--- src/rtl/ball_physics_engine.sv ---
// Fixed-point ball physics shared by every game mode: gravity, debounced collision
// reflection with per-channel boost, wormhole teleports, speed limits and lives/respawn.
module ball_physics_engine #(
    parameter int                    FRAC_BITS      = 6,
    parameter int                    INITIAL_X      = 10,
    parameter int                    INITIAL_Y      = 210,
    parameter int                    LAUNCH_VX      = 150,
    parameter int                    LAUNCH_VY      = -150,
    parameter int                    MAX_SPEED      = 300,
    parameter int                    GRAVITY        = 3,
    parameter int                    DAMP           = 20,
    parameter int                    DAMP_THRESHOLD = 40,
    parameter int                    N_OBJ          = 4,
    parameter logic [8*N_OBJ-1:0]    OBJ_BOOST      = '0,
    parameter int                    N_TELE         = 2,
    parameter logic [22*N_TELE-1:0]  TELE_XY        = {11'd34, 11'd5, 11'd150, 11'd570},
    parameter int                    TELE_BOOST     = 20,
    parameter int                    LOSS_Y         = 480,
    parameter int                    LIVES          = 3,
    parameter int                    RESPAWN_FRAMES = 30
) (
    input  logic                     clk,
    input  logic                     reset,
    input  logic                     startOfFrame,
    input  logic                     launch,
    input  logic [N_OBJ-1:0]         collision,
    input  logic [3:0]               HitEdgeCode,
    input  logic [N_TELE-1:0]        teleport_req,
    output logic signed [10:0]       topLeftX,
    output logic signed [10:0]       topLeftY,
    output logic [2:0]               lives_left,
    output logic                     ball_lost,
    output logic                     gameOver,
    output logic                     active
);

    typedef enum logic [1:0] {IDLE, PLAY, LOST, GAME_OVER} stateType;

    localparam logic signed [31:0] SPAWN_X      = INITIAL_X <<< FRAC_BITS;
    localparam logic signed [31:0] SPAWN_Y      = INITIAL_Y <<< FRAC_BITS;
    localparam logic [2:0]         LIVES_INIT   = 3'(LIVES);
    localparam logic [15:0]        RESPAWN_LAST = 16'(RESPAWN_FRAMES - 1);

    stateType                state;
    logic signed [31:0]      posX, posY, vx, vy;
    logic signed [31:0]      pixY;
    logic [3:0]              pendEdge, edgeNow, hitEdge;
    logic [3:0][7:0]         boostEdge, hitBoost;
    logic [N_TELE-1:0]       pendTele, teleNow;
    logic [15:0]             respawnCnt;
    logic                    lossNow;
    logic                    teleHit;
    logic signed [10:0]      teleX, teleY;
    logic signed [31:0]      vx1, vy1, vx2, vy2, vy3;
    logic signed [31:0]      nextX, nextY, vxSat, vySat;

    function automatic logic signed [31:0] saturate(input logic signed [31:0] v);
        if (v > MAX_SPEED)
            return MAX_SPEED;
        if (v < -MAX_SPEED)
            return -MAX_SPEED;
        return v;
    endfunction

    // A zero speed counts as positive so a stalled ball leaves a wormhole moving.
    function automatic logic signed [31:0] addMagnitude(input logic signed [31:0] v);
        if (v < 0)
            return v - TELE_BOOST;
        return v + TELE_BOOST;
    endfunction

    assign topLeftX = posX[FRAC_BITS +: 11];
    assign topLeftY = posY[FRAC_BITS +: 11];
    assign pixY     = posY >>> FRAC_BITS;
    assign lossNow  = (state == PLAY) && (pixY >= LOSS_Y);

    always_comb begin
        hitEdge  = '0;
        hitBoost = boostEdge;
        for (int e = 0; e < 4; e++) begin
            for (int i = 0; i < N_OBJ; i++) begin
                if (collision[i] && HitEdgeCode[e]) begin
                    hitEdge[e] = 1'b1;
                    if (OBJ_BOOST[8*i +: 8] > hitBoost[e])
                        hitBoost[e] = OBJ_BOOST[8*i +: 8];
                end
            end
        end
        edgeNow = pendEdge | hitEdge;
        teleNow = pendTele | teleport_req;
    end

    // Frame resolution: reflect, then teleport or move, then gravity and limits.
    always_comb begin
        vy1 = vy;
        if (edgeNow[0] && vy > 0)
            vy1 = (vy <= DAMP_THRESHOLD) ? -vy : -(vy - DAMP);
        else if (edgeNow[2] && vy < 0)
            vy1 = -vy + $signed({24'd0, hitBoost[2]});

        vx1 = vx;
        if (edgeNow[3] && vx < 0)
            vx1 = -vx + $signed({24'd0, hitBoost[3]});
        else if (edgeNow[1] && vx > 0)
            vx1 = -(vx + $signed({24'd0, hitBoost[1]}));

        teleHit = 1'b0;
        teleX   = '0;
        teleY   = '0;
        for (int j = N_TELE - 1; j >= 0; j--) begin
            if (teleNow[j]) begin
                teleHit = 1'b1;
                teleX   = TELE_XY[22*j +: 11];
                teleY   = TELE_XY[22*j+11 +: 11];
            end
        end

        if (teleHit) begin
            nextX = $signed({{21{teleX[10]}}, teleX}) <<< FRAC_BITS;
            nextY = $signed({{21{teleY[10]}}, teleY}) <<< FRAC_BITS;
            vx2   = addMagnitude(vx1);
            vy2   = addMagnitude(vy1);
        end else begin
            nextX = posX + vx1;
            nextY = posY + vy1;
            vx2   = vx1;
            vy2   = vy1;
        end

        vy3   = (vx2 != 0) ? vy2 + GRAVITY : vy2;
        vxSat = saturate(vx2);
        vySat = saturate(vy3);
    end

    // Pending flags default to clear; they only persist while playing between frames.
    always_ff @(posedge clk) begin
        if (reset) begin
            state      <= IDLE;
            posX       <= SPAWN_X;
            posY       <= SPAWN_Y;
            vx         <= '0;
            vy         <= '0;
            lives_left <= LIVES_INIT;
            pendEdge   <= '0;
            boostEdge  <= '0;
            pendTele   <= '0;
            respawnCnt <= '0;
            ball_lost  <= 1'b0;
            gameOver   <= 1'b0;
            active     <= 1'b0;
        end else begin
            ball_lost <= 1'b0;
            pendEdge  <= '0;
            boostEdge <= '0;
            pendTele  <= '0;
            case (state)
                IDLE, GAME_OVER: begin
                    posX <= SPAWN_X;
                    posY <= SPAWN_Y;
                    if (launch) begin
                        state      <= PLAY;
                        vx         <= LAUNCH_VX;
                        vy         <= LAUNCH_VY;
                        lives_left <= LIVES_INIT;
                        gameOver   <= 1'b0;
                        active     <= 1'b1;
                    end
                end
                PLAY: begin
                    if (lossNow) begin
                        ball_lost  <= 1'b1;
                        lives_left <= lives_left - 3'd1;
                        posX       <= SPAWN_X;
                        posY       <= SPAWN_Y;
                        vx         <= '0;
                        vy         <= '0;
                        respawnCnt <= '0;
                        active     <= 1'b0;
                        if (lives_left == 3'd1) begin
                            state    <= GAME_OVER;
                            gameOver <= 1'b1;
                        end else begin
                            state <= LOST;
                        end
                    end else if (startOfFrame) begin
                        posX <= nextX;
                        posY <= nextY;
                        vx   <= vxSat;
                        vy   <= vySat;
                    end else begin
                        pendEdge  <= edgeNow;
                        boostEdge <= hitBoost;
                        pendTele  <= teleNow;
                    end
                end
                LOST: begin
                    posX <= SPAWN_X;
                    posY <= SPAWN_Y;
                    vx   <= '0;
                    vy   <= '0;
                    if (startOfFrame) begin
                        if (respawnCnt == RESPAWN_LAST) begin
                            state      <= PLAY;
                            active     <= 1'b1;
                            vx         <= LAUNCH_VX;
                            vy         <= LAUNCH_VY;
                            respawnCnt <= '0;
                        end else begin
                            respawnCnt <= respawnCnt + 16'd1;
                        end
                    end
                end
                default: state <= IDLE;
            endcase
        end
    end

endmodule

--- config.mk ---
export PLATFORM = sky130hd
export DESIGN_NAME = ball_physics_engine
export DESIGN_NICKNAME = d
export VERILOG_FILES = /design/src/rtl/ball_physics_engine.sv
export SDC_FILE = /design/constraint.sdc
export NUM_CORES = 1
export LEC_CHECK = 0
export ABC_AREA = 1
export CAP_MARGIN = 20
export CORE_ASPECT_RATIO = 0.7
export CORE_MARGIN = 2
export CORE_UTILIZATION = 30
export DETAILED_ROUTE_END_ITERATION = 7
export PLACE_DENSITY = 0.51
export SLEW_MARGIN = 20
export SYNTH_ARGS = -nofsm -noshare
export SYNTH_HDL_FRONTEND = slang
export SYNTH_SLANG_ARGS = --single-unit
--- constraint.sdc ---
create_clock -name clk -period 13.8 [get_ports clk]
set_input_delay 1.38 -clock clk [delete_from_list [all_inputs] [get_ports clk]]
set_output_delay 1.38 -clock clk [all_outputs]
set_load 0.02 [all_outputs]
# After elaboration in Yosys (flattened, before gate mapping)
# Cells that the tools add are included.
dict set report totals {
  reg_bits 182
  in_bits 14
  elab_cells 223
}
dict set report classes {
  add_sub_neg 17
  magnitude_cmp 24
  n_eq_ne 11
  muxes 119
  bitwise_logic 3
  n_reduce_logical 34
}
# cell count
set op_table {}
lappend op_table {{$mux W32} 34}
lappend op_table {{$mux W8} 26}
lappend op_table {{$pmux W32 S3} 2}
lappend op_table {{$lt A32 B1 Y1 const B} 4}
lappend op_table {{$neg A32 Y32} 4}
lappend op_table {{$pmux W32 S2} 2}
lappend op_table {{$add A32 B9 Y32} 3}
lappend op_table {{$gt A1 B8 Y1 const A} 12}
lappend op_table {{$sub A32 B6 Y32 const B} 3}
lappend op_table {{$add A32 B32 Y32} 2}
lappend op_table {{$add A32 B6 Y32 const B} 2}
lappend op_table {{$gt A32 B1 Y1 const B} 2}
lappend op_table {{$gt A32 B10 Y1 const B} 2}
lappend op_table {{$lt A32 B10 Y1 const B} 2}
lappend op_table {{$mux W16} 3}
lappend op_table {{$mux W1} 37}
lappend op_table {{$add A32 B3 Y32 const B} 1}
lappend op_table {{$le A32 B7 Y1 const B} 1}
lappend op_table {{$pmux W16 S2} 1}
lappend op_table {{$reduce_bool A32 Y1} 1}
lappend op_table {{$ge A26 B10 Y1 const B} 1}
lappend op_table {{$mux W11} 2}
lappend op_table {{$logic_and A1 B1 Y1} 21}
lappend op_table {{$add A16 B1 Y16 const B} 1}
lappend op_table {{26 further kinds} 39}

# Depth between registers and ports, before layout
# Gate-level depths: netlist (run 1).
dict set report depth {
  ltp_word 31
  ltp_mapped 57
  ltp_nobuf 55
}

# Worst setup path after synthesis (run 1)
# No wires, ideal clock.
dict set report synth_path {
  path_type {reg2reg}
  start {register vy[0]}
  end {register vy[23]}
  t_arrival_ps 7456
  setup_slack_ps 6215
  stages_incl_launch_ff 56
  path_buffers 2
  synth_period_minus_slack_ps 7585
  cell_sequence {dfxtp_1 inv_1 ha_1 buf_2 inv_1 nor2_1 inv_1 nand2_1 o21ai_0 inv_1 ha_1 nand2_1 nor2_1 nand2_1 nand2_1 nand4_1 nand2_2 nand2_2 [... 20 more ...] xor2_1 nand2_1 nand2_4 nor2_2 nand2_1 nor2_4 nand2_1 nor2_1 xor2_1 inv_1 nor4_1 nand4_1 ha_1 inv_1 dlygate4sd1_1 nand3_1 nand3_1 a21oi_1}
}
dict set report synth_between {
  elab_chain_len 19
  elab_cells_between_ends 33
  cone_classes {add/sub: 7; order compare: 6; mux: 18; reduce/logical: 2}
}
# element line
set synth_lines {}
lappend synth_lines {{start: declaration} 45} ;# logic signed [31:0] posX, posY, vx, vy;
lappend synth_lines {{start signal: assignment} 189} ;# vy <= vySat;
lappend synth_lines {{$neg A32 Y32 (tied with other cells)} {97, 99}}
lappend synth_lines {{$add A32 B9 Y32 (tied with other cells)} 99} ;# vy1 = -vy + $signed({24'd0, hitBoost[2]});
lappend synth_lines {{$mux W32 (on tied branches)} {98, 97}}
lappend synth_lines {{$mux W32 (*)} 96} ;# if (edgeNow[0] && vy > 0)
lappend synth_lines {{$lt A32 B1 Y1} 67} ;# if (v < 0)
lappend synth_lines {{$mux W1} 67}
lappend synth_lines {{$mux W1} 118} ;# if (teleHit) begin
lappend synth_lines {{$mux W32} 69} ;# return v + TELE_BOOST;
lappend synth_lines {{[... 2 more ...]} n/a}
lappend synth_lines {{$mux W32 (*)} 130} ;# vy3 = (vx2 != 0) ? vy2 + GRAVITY : vy2;
lappend synth_lines {{$lt A32 B10 Y1} 60} ;# if (v < -MAX_SPEED)
lappend synth_lines {{$mux W1 (2 in series)} 60}
lappend synth_lines {{$mux W32} 62} ;# return v;
lappend synth_lines {{$mux W32 (*)} 60}
lappend synth_lines {{$mux W32 (*)} 185} ;# end else if (startOfFrame) begin
lappend synth_lines {{$mux W32 (*)} 170} ;# if (lossNow) begin
lappend synth_lines {{$pmux W32 S3 (*)} 156} ;# case (state)
# Mark *: on every way between the ends. The rest lies on a longest branch, timed or not. The select of a mux whose other input is x is not followed.
# A chain may end at the register's enable or synchronous reset.

# Worst setup path in the final report (run 1)
dict set report layout_path {
  start {register vy[0]}
  end {register vy[22]}
}
# Same word-level chain as after synthesis.

==> results.json, run 1 <==
{
  "grt_pass1_wl_mm": 127,
  "status": "complete, no violations",
  "synth_top_area_frac": 0.161,
  "syn-num-nets": 4009,
  "grt_max_degree": 65,
  "synthTopCellsByCount": "nand2_1 (953), inv_1 (511), nor2_1 (380)",
  "clkTransAtPathRegs_ps": 70,
  "multi_input_comb_area_um2": 16200,
  "dpl.hpwl_mm": 66.4,
  "die_h_um": 232,
  "port_buffers": 41,
  "end_kind": "register",
  "r2r_slack_ps": 4440,
  "cp.arrival_ps": 9710,
  "rr_worst_depth": 53,
  "postLayoutCoreUtil": 0.326,
  "rr_endpoint": "vy[22]",
  "postRouteAntennaNets": 0,
  "wl_per_cell_um": 17.3,
  "clk_latency_ps": 490,
  "cpMostUsedCell": "nand2_1",
  "cts_hold_buffers": 0,
  "drc": 0,
  "finalHoldViolCount": 0,
  "synthAdderAreaFrac": 0.113,
  "skew_ps": 20.8,
  "slew_headroom": 0.279,
  "synthSimpleGateAreaFrac": 0.392,
  "core_um2": 73300,
  "ys_top_cells_by_area": "nand2_1 (16%), dfxtp_1 (15%), ha_1 (11%)",
  "period_share": 0.678,
  "critPathRequiredTime_ps": 14150,
  "hold_path_depth": 2,
  "start_util": 0.303,
  "min_path_type": "reg2reg",
  "cts_tree": "built",
  "hold_end": "boostEdge[20]",
  "syn_area_um2": 22200,
  "synth_top_family_by_area": "simple AND/OR/NAND/NOR gates",
  "timing.fmax_ghz": 0.107,
  "syn_avg_cell_area_um2": 5.85,
  "setup_viol": 0,
  "yosysTopAreaCell": "nand2_1",
  "cts_resized": 0,
  "clock-root-buffer": "clkbuf_16",
  "slowest_stage": "inv_1",
  "num_rows": 83,
  "synth_edf_count": 0,
  "clock-sinks": 167,
  "grt_pass1_vias": 21500,
  "synth_flop_cell": "dfxtp_1",
  "vias": 24200,
  "worst_slew_pin_slew_ps": 1070,
  "synth_compound_area_frac": 0.184,
  "path_class": "reg2reg",
  "syn_inst": 3798,
  "ys_seq_elements": 167,
  "wl_mm": 81.8,
  "die_area_um2": 76300,
  "slew_violations": 0,
  "drtPass1Iterations": 7,
  "vias_per_cell": 5.11,
  "hold_ws_ps": 434,
  "antenna_found_initial": 0,
  "num_io_pins": 42,
  "synthMuxAreaShare": 0.000619,
  "synth_xor_xnor_area_share": 0.0381,
  "start_kind": "register",
  "register_area_um2": 3340,
  "cts-htree-levels": 4,
  "cts.path.max_buffers": 2,
  "min_period_ps": 9360,
  "grt-ovfl-total": 0,
  "synth_cell_types": 69,
  "antenna_cells": 0,
  "drt_first_iter_violations": 2322,
  "rsz0062_at_grt": "no",
  "min_from": "boostEdge[20]",
  "synthArstFlopShare": 0,
  "layout-drive-gt1-share": 0.0620,
  "fillCellCount": 8420,
  "place.gp.congestion": 0.948,
  "cts-buffers-inserted": 17,
  "synth.most_common_cell": "nand2_1",
  "die_width_um": 329,
  "crit_path_max_fanout": 30,
  "grtUsageTotal": 0.213,
  "fin_nets": 3957,
  "area_growth_pct": 7.48,
  "timing.rr.start": "vy[0]",
  "max_stage_delay_ps": 570,
  "tns_ps": 0,
  "ys_warn_count": 0,
  "cap_violations": 0,
  "postCtsSetupRepairBufs": 0,
  "synth_seq_area_share": 0.150
}
-- metrics by stage --
stage                     setup slack [ps]  area, µm²  std cells
after floorplan                       6210      22200       3798
after global placement                4290      23300       4704
after detailed placement              4250      23300       4704
after CTS                             4550      23900       4736
after global routing                  3660      23900       4736
final                                 4440      23900       4736
-- registers in the layout, summed over array words and instances (netlist names) --
signal,flops
active,1
state,2
pendEdge,4
boostEdge,24
posY,32
vy,32
vx,32
lives_left,3
posX,17
ball_lost,1
pendTele,2
gameOver,1
respawnCnt,16
-- per-layer routing --
layer,vias to the layer above,global-route usage,part of all wire
met3,38,0.0357,0.090
li1,12400,-,-
met4,0,0.0317,0.0079
met5,-,0,0
met1,10900,0.367,0.56
met2,901,0.261,0.34
-- worst max-delay path: cells and delay by family (launching register included) --
kind / cells / cell delay, ps
and+or+nand+nor: 32 / 3920
buffers and inverters: 9 / 1610
adders and majority gates: 4 / 1560
AOI/OAI and AO/OA: 6 / 1420
DFF: 1 / 360
xor gates and xnor gates: 2 / 300
-- cells by family (layout without fill, tap and decap cells) --
| kind of cell | Yosys count | in the layout |
|---|---|---|
| multiplexers | 1 | 1 |
| adder cells (fa/ha/maj) | 197 | 197 |
| AO/OA/AOI/OAI | 726 | 726 |
| AND/OR/NAND/NOR | 1952 | 1952 |
| XOR/XNOR | 95 | 95 |
| buffers and inverters | 660 | 621 |
| flip-flops | 167 | 167 |
-- worst max path at each step --
stage	startpoint	end	slack, ps
floorplan	vy[0]	vy[23]	6210
global placement	collision[2]	vy[22]	4290
detailed placement	collision[0]	vy[22]	4250
CTS	vy[0]	vy[22]	4550
global route	vy[0]	vy[22]	3660
finish	vy[0]	vy[22]	4440
-- cell type report --
class / instances / share of cell area
clock inverter: 12 / 0.00545
inverter: 532 / 0.0837
sequential: 167 / 0.140
clock buffer: 20 / 0.0195
timing repair buffer: 57 / 0.0220
multi-input combinational: 2971 / 0.678
tap: 977 / 0.0512
-- cell usage in the layout, fill, tap and decap left out, types with 19 or more instances in the layout --
master           instances
nand3_1                317
nor3_1                  46
o211ai_1                23
nor2_2                  30
nand4_1                 68
nor2_4                  24
ha_1                   190
dfxtp_1                167
inv_2                   19
o21bai_1                23
xor2_1                  71
nand2_2                 48
nand3b_1                23
o21ai_0                247
a21oi_1                291
inv_1                  511
nor2_1                 378
clkdlybuf4s50_1         40
xnor2_1                 22
nand2_1                951
Power of run 1 is left out: the tool's default activity adds up to more than one toggle a clock period on the data nets, which glitch-free logic cannot reach.
==> inputs of run 2 (changes only) <==
clock period = 9 ns   (was 13.8 ns; I/O delays follow)
==> run 2 against run 1 <==
  * Sequential cell count did not move
  * Clock skew increased by 5.4 ps
  * Final cell count up 0.32%
  * Highest routed layer unchanged
  * Worst hold slack worse by 1.8 ps
  * Critical path type unchanged
  * Sequential share of layout area down 0.071 points
  * Setup slack worse by 3700 ps
  * Non-clock buffer count grew 15
  * Largest cell class unchanged
  * Register-to-register slack lost 3700 ps
==> results.json, run 2 (same netlist as run 1, synthesis figures left out) <==
{
  "dpl.hpwl_mm": 66.1,
  "end_kind": "register",
  "drtPass1Iterations": 5,
  "cap_violations": 0,
  "cts-buffers-inserted": 17,
  "min_path_type": "reg2reg",
  "grt-ovfl-total": 0,
  "place_ws_ps": 256,
  "area_growth_pct": 8.03,
  "crit_path_max_fanout": 29,
  "grt_max_degree": 65,
  "period_share": 0.922,
  "finalHoldViolCount": 0,
  "antenna_cells": 0,
  "postCtsSetupRepairBufs": 0,
  "num_io_pins": 42,
  "clock-sinks": 167,
  "slowest_stage": "dfxtp_1",
  "timing.rr.start": "vy[0]",
  "wl_mm": 81.0,
  "reg_top3": "posY x32, vx x32, vy x32",
  "cts_tree": "built",
  "min_from": "boostEdge[18]",
  "postLayoutCoreUtil": 0.328,
  "critPathRequiredTime_ps": 9400,
  "fin_nets": 3972,
  "postRouteAntennaNets": 0,
  "vias_per_cell": 5.07,
  "cts_hold_buffers": 0,
  "place.gp.congestion": 0.938,
  "antenna_found_initial": 0,
  "start_util": 0.303,
  "setup_viol": 0,
  "setup.worst_path.start": "vy[0]",
  "dp.cells": 4719,
  "path_class": "reg2reg",
  "final_cells": 4751,
  "rsz0062_at_grt": "no",
  "drt_first_iter_violations": 2073,
  "num_rows": 83,
  "min_period_ps": 8300,
  "core_um2": 73300,
  "die_width_um": 329,
  "slew_violations": 0,
  "port_buffers": 41,
  "slew_headroom": 0.373,
  "layout-drive-gt1-share": 0.0657,
  "grtUsageTotal": 0.211,
  "final_common_cell": "nand2_1",
  "drc": 0,
  "clk_latency_ps": 490,
  "grt_pass1_wl_mm": 126,
  "status": "complete, no violations",
  "die_h_um": 232,
  "clock-root-buffer": "clkbuf_16",
  "cts-htree-levels": 4,
  "mostFrequentLayoutCells": "nand2_1 (952), inv_1 (511), nor2_1 (378), nand3_1 (317), a21oi_1 (291)",
  "cp.arrival_ps": 8700,
  "wl_per_cell_um": 17.1,
  "max_stage_delay_ps": 440,
  "worst_slack_ps": 700,
  "timing.fmax_ghz": 0.120,
  "skew_ps": 26.2,
  "worst_slew_pin_slew_ps": 940,
  "vias": 24100,
  "start_kind": "register",
  "cpMostUsedCell": "nand2_1",
  "tns_ps": 0,
  "cts.path.max_buffers": 2,
  "clkTransAtPathRegs_ps": 70,
  "die_area_um2": 76300,
  "grt_pass1_vias": 21800
}
run 2: changes by cell type in the layout (fill, tap and decap cells not counted), moves of 2 or more:
cell	previous run	this run
clkinvlp_4	0	2
inv_8	3	0
buf_4	16	30
clkbuf_1	0	3
o21ai_0	247	245
nor4_1	16	14
run 2: area by class of cell:
class                      instances  area, µm²
timing repair buffer              72        642
multi-input combinational       2971      16200
clock inverter                    10        114
tap                              977       1220
sequential                       167       3340
inverter                         532       2000
clock buffer                      22        464
fill                            8355      49300
run 2: routing by layer:
metal	vias to the layer above	routed length (µm)	track usage	share of wire
met1	10800	45200	0.353	0.56
met4	0	1010	0.0409	0.012
li1	12400	-	-	-
met3	53	6910	0.0451	0.085
met5	-	0	0	0
met2	804	27900	0.261	0.34
run 2: through the flow:
step / hold slack, ps / instance area [µm²]
after detailed placement: 425 / 23400
final: 432 / 24000
after floorplan: 407 / 22200
after global routing: 450 / 24000
after CTS: 435 / 24000
after global placement: 421 / 23400
run 2: repair_timing:
item,4_1_cts,5_1_grt
hold endpoints to repair,0,0
resized for setup,0,9
setup endpoints to repair,0,32
run 2: critical path: cells and delay by family (launching register included):
family	cells	cell delay, ps
and+or+nand+nor	32	3790
AOI/OAI and AO/OA	7	1410
adders and majority gates	4	1340
buffers and inverters	10	1190
DFF	1	440
run 2: worst paths after layout:
kind | end | slack, ps | depth (start not counted)
min | boostEdge[18] | 430 | 2
max reg2reg | vy[24] | 700 | 53
min reg2reg | boostEdge[18] | 430 | 2
max | vy[24] | 700 | 53
Power of run 2 is left out for the same reason.
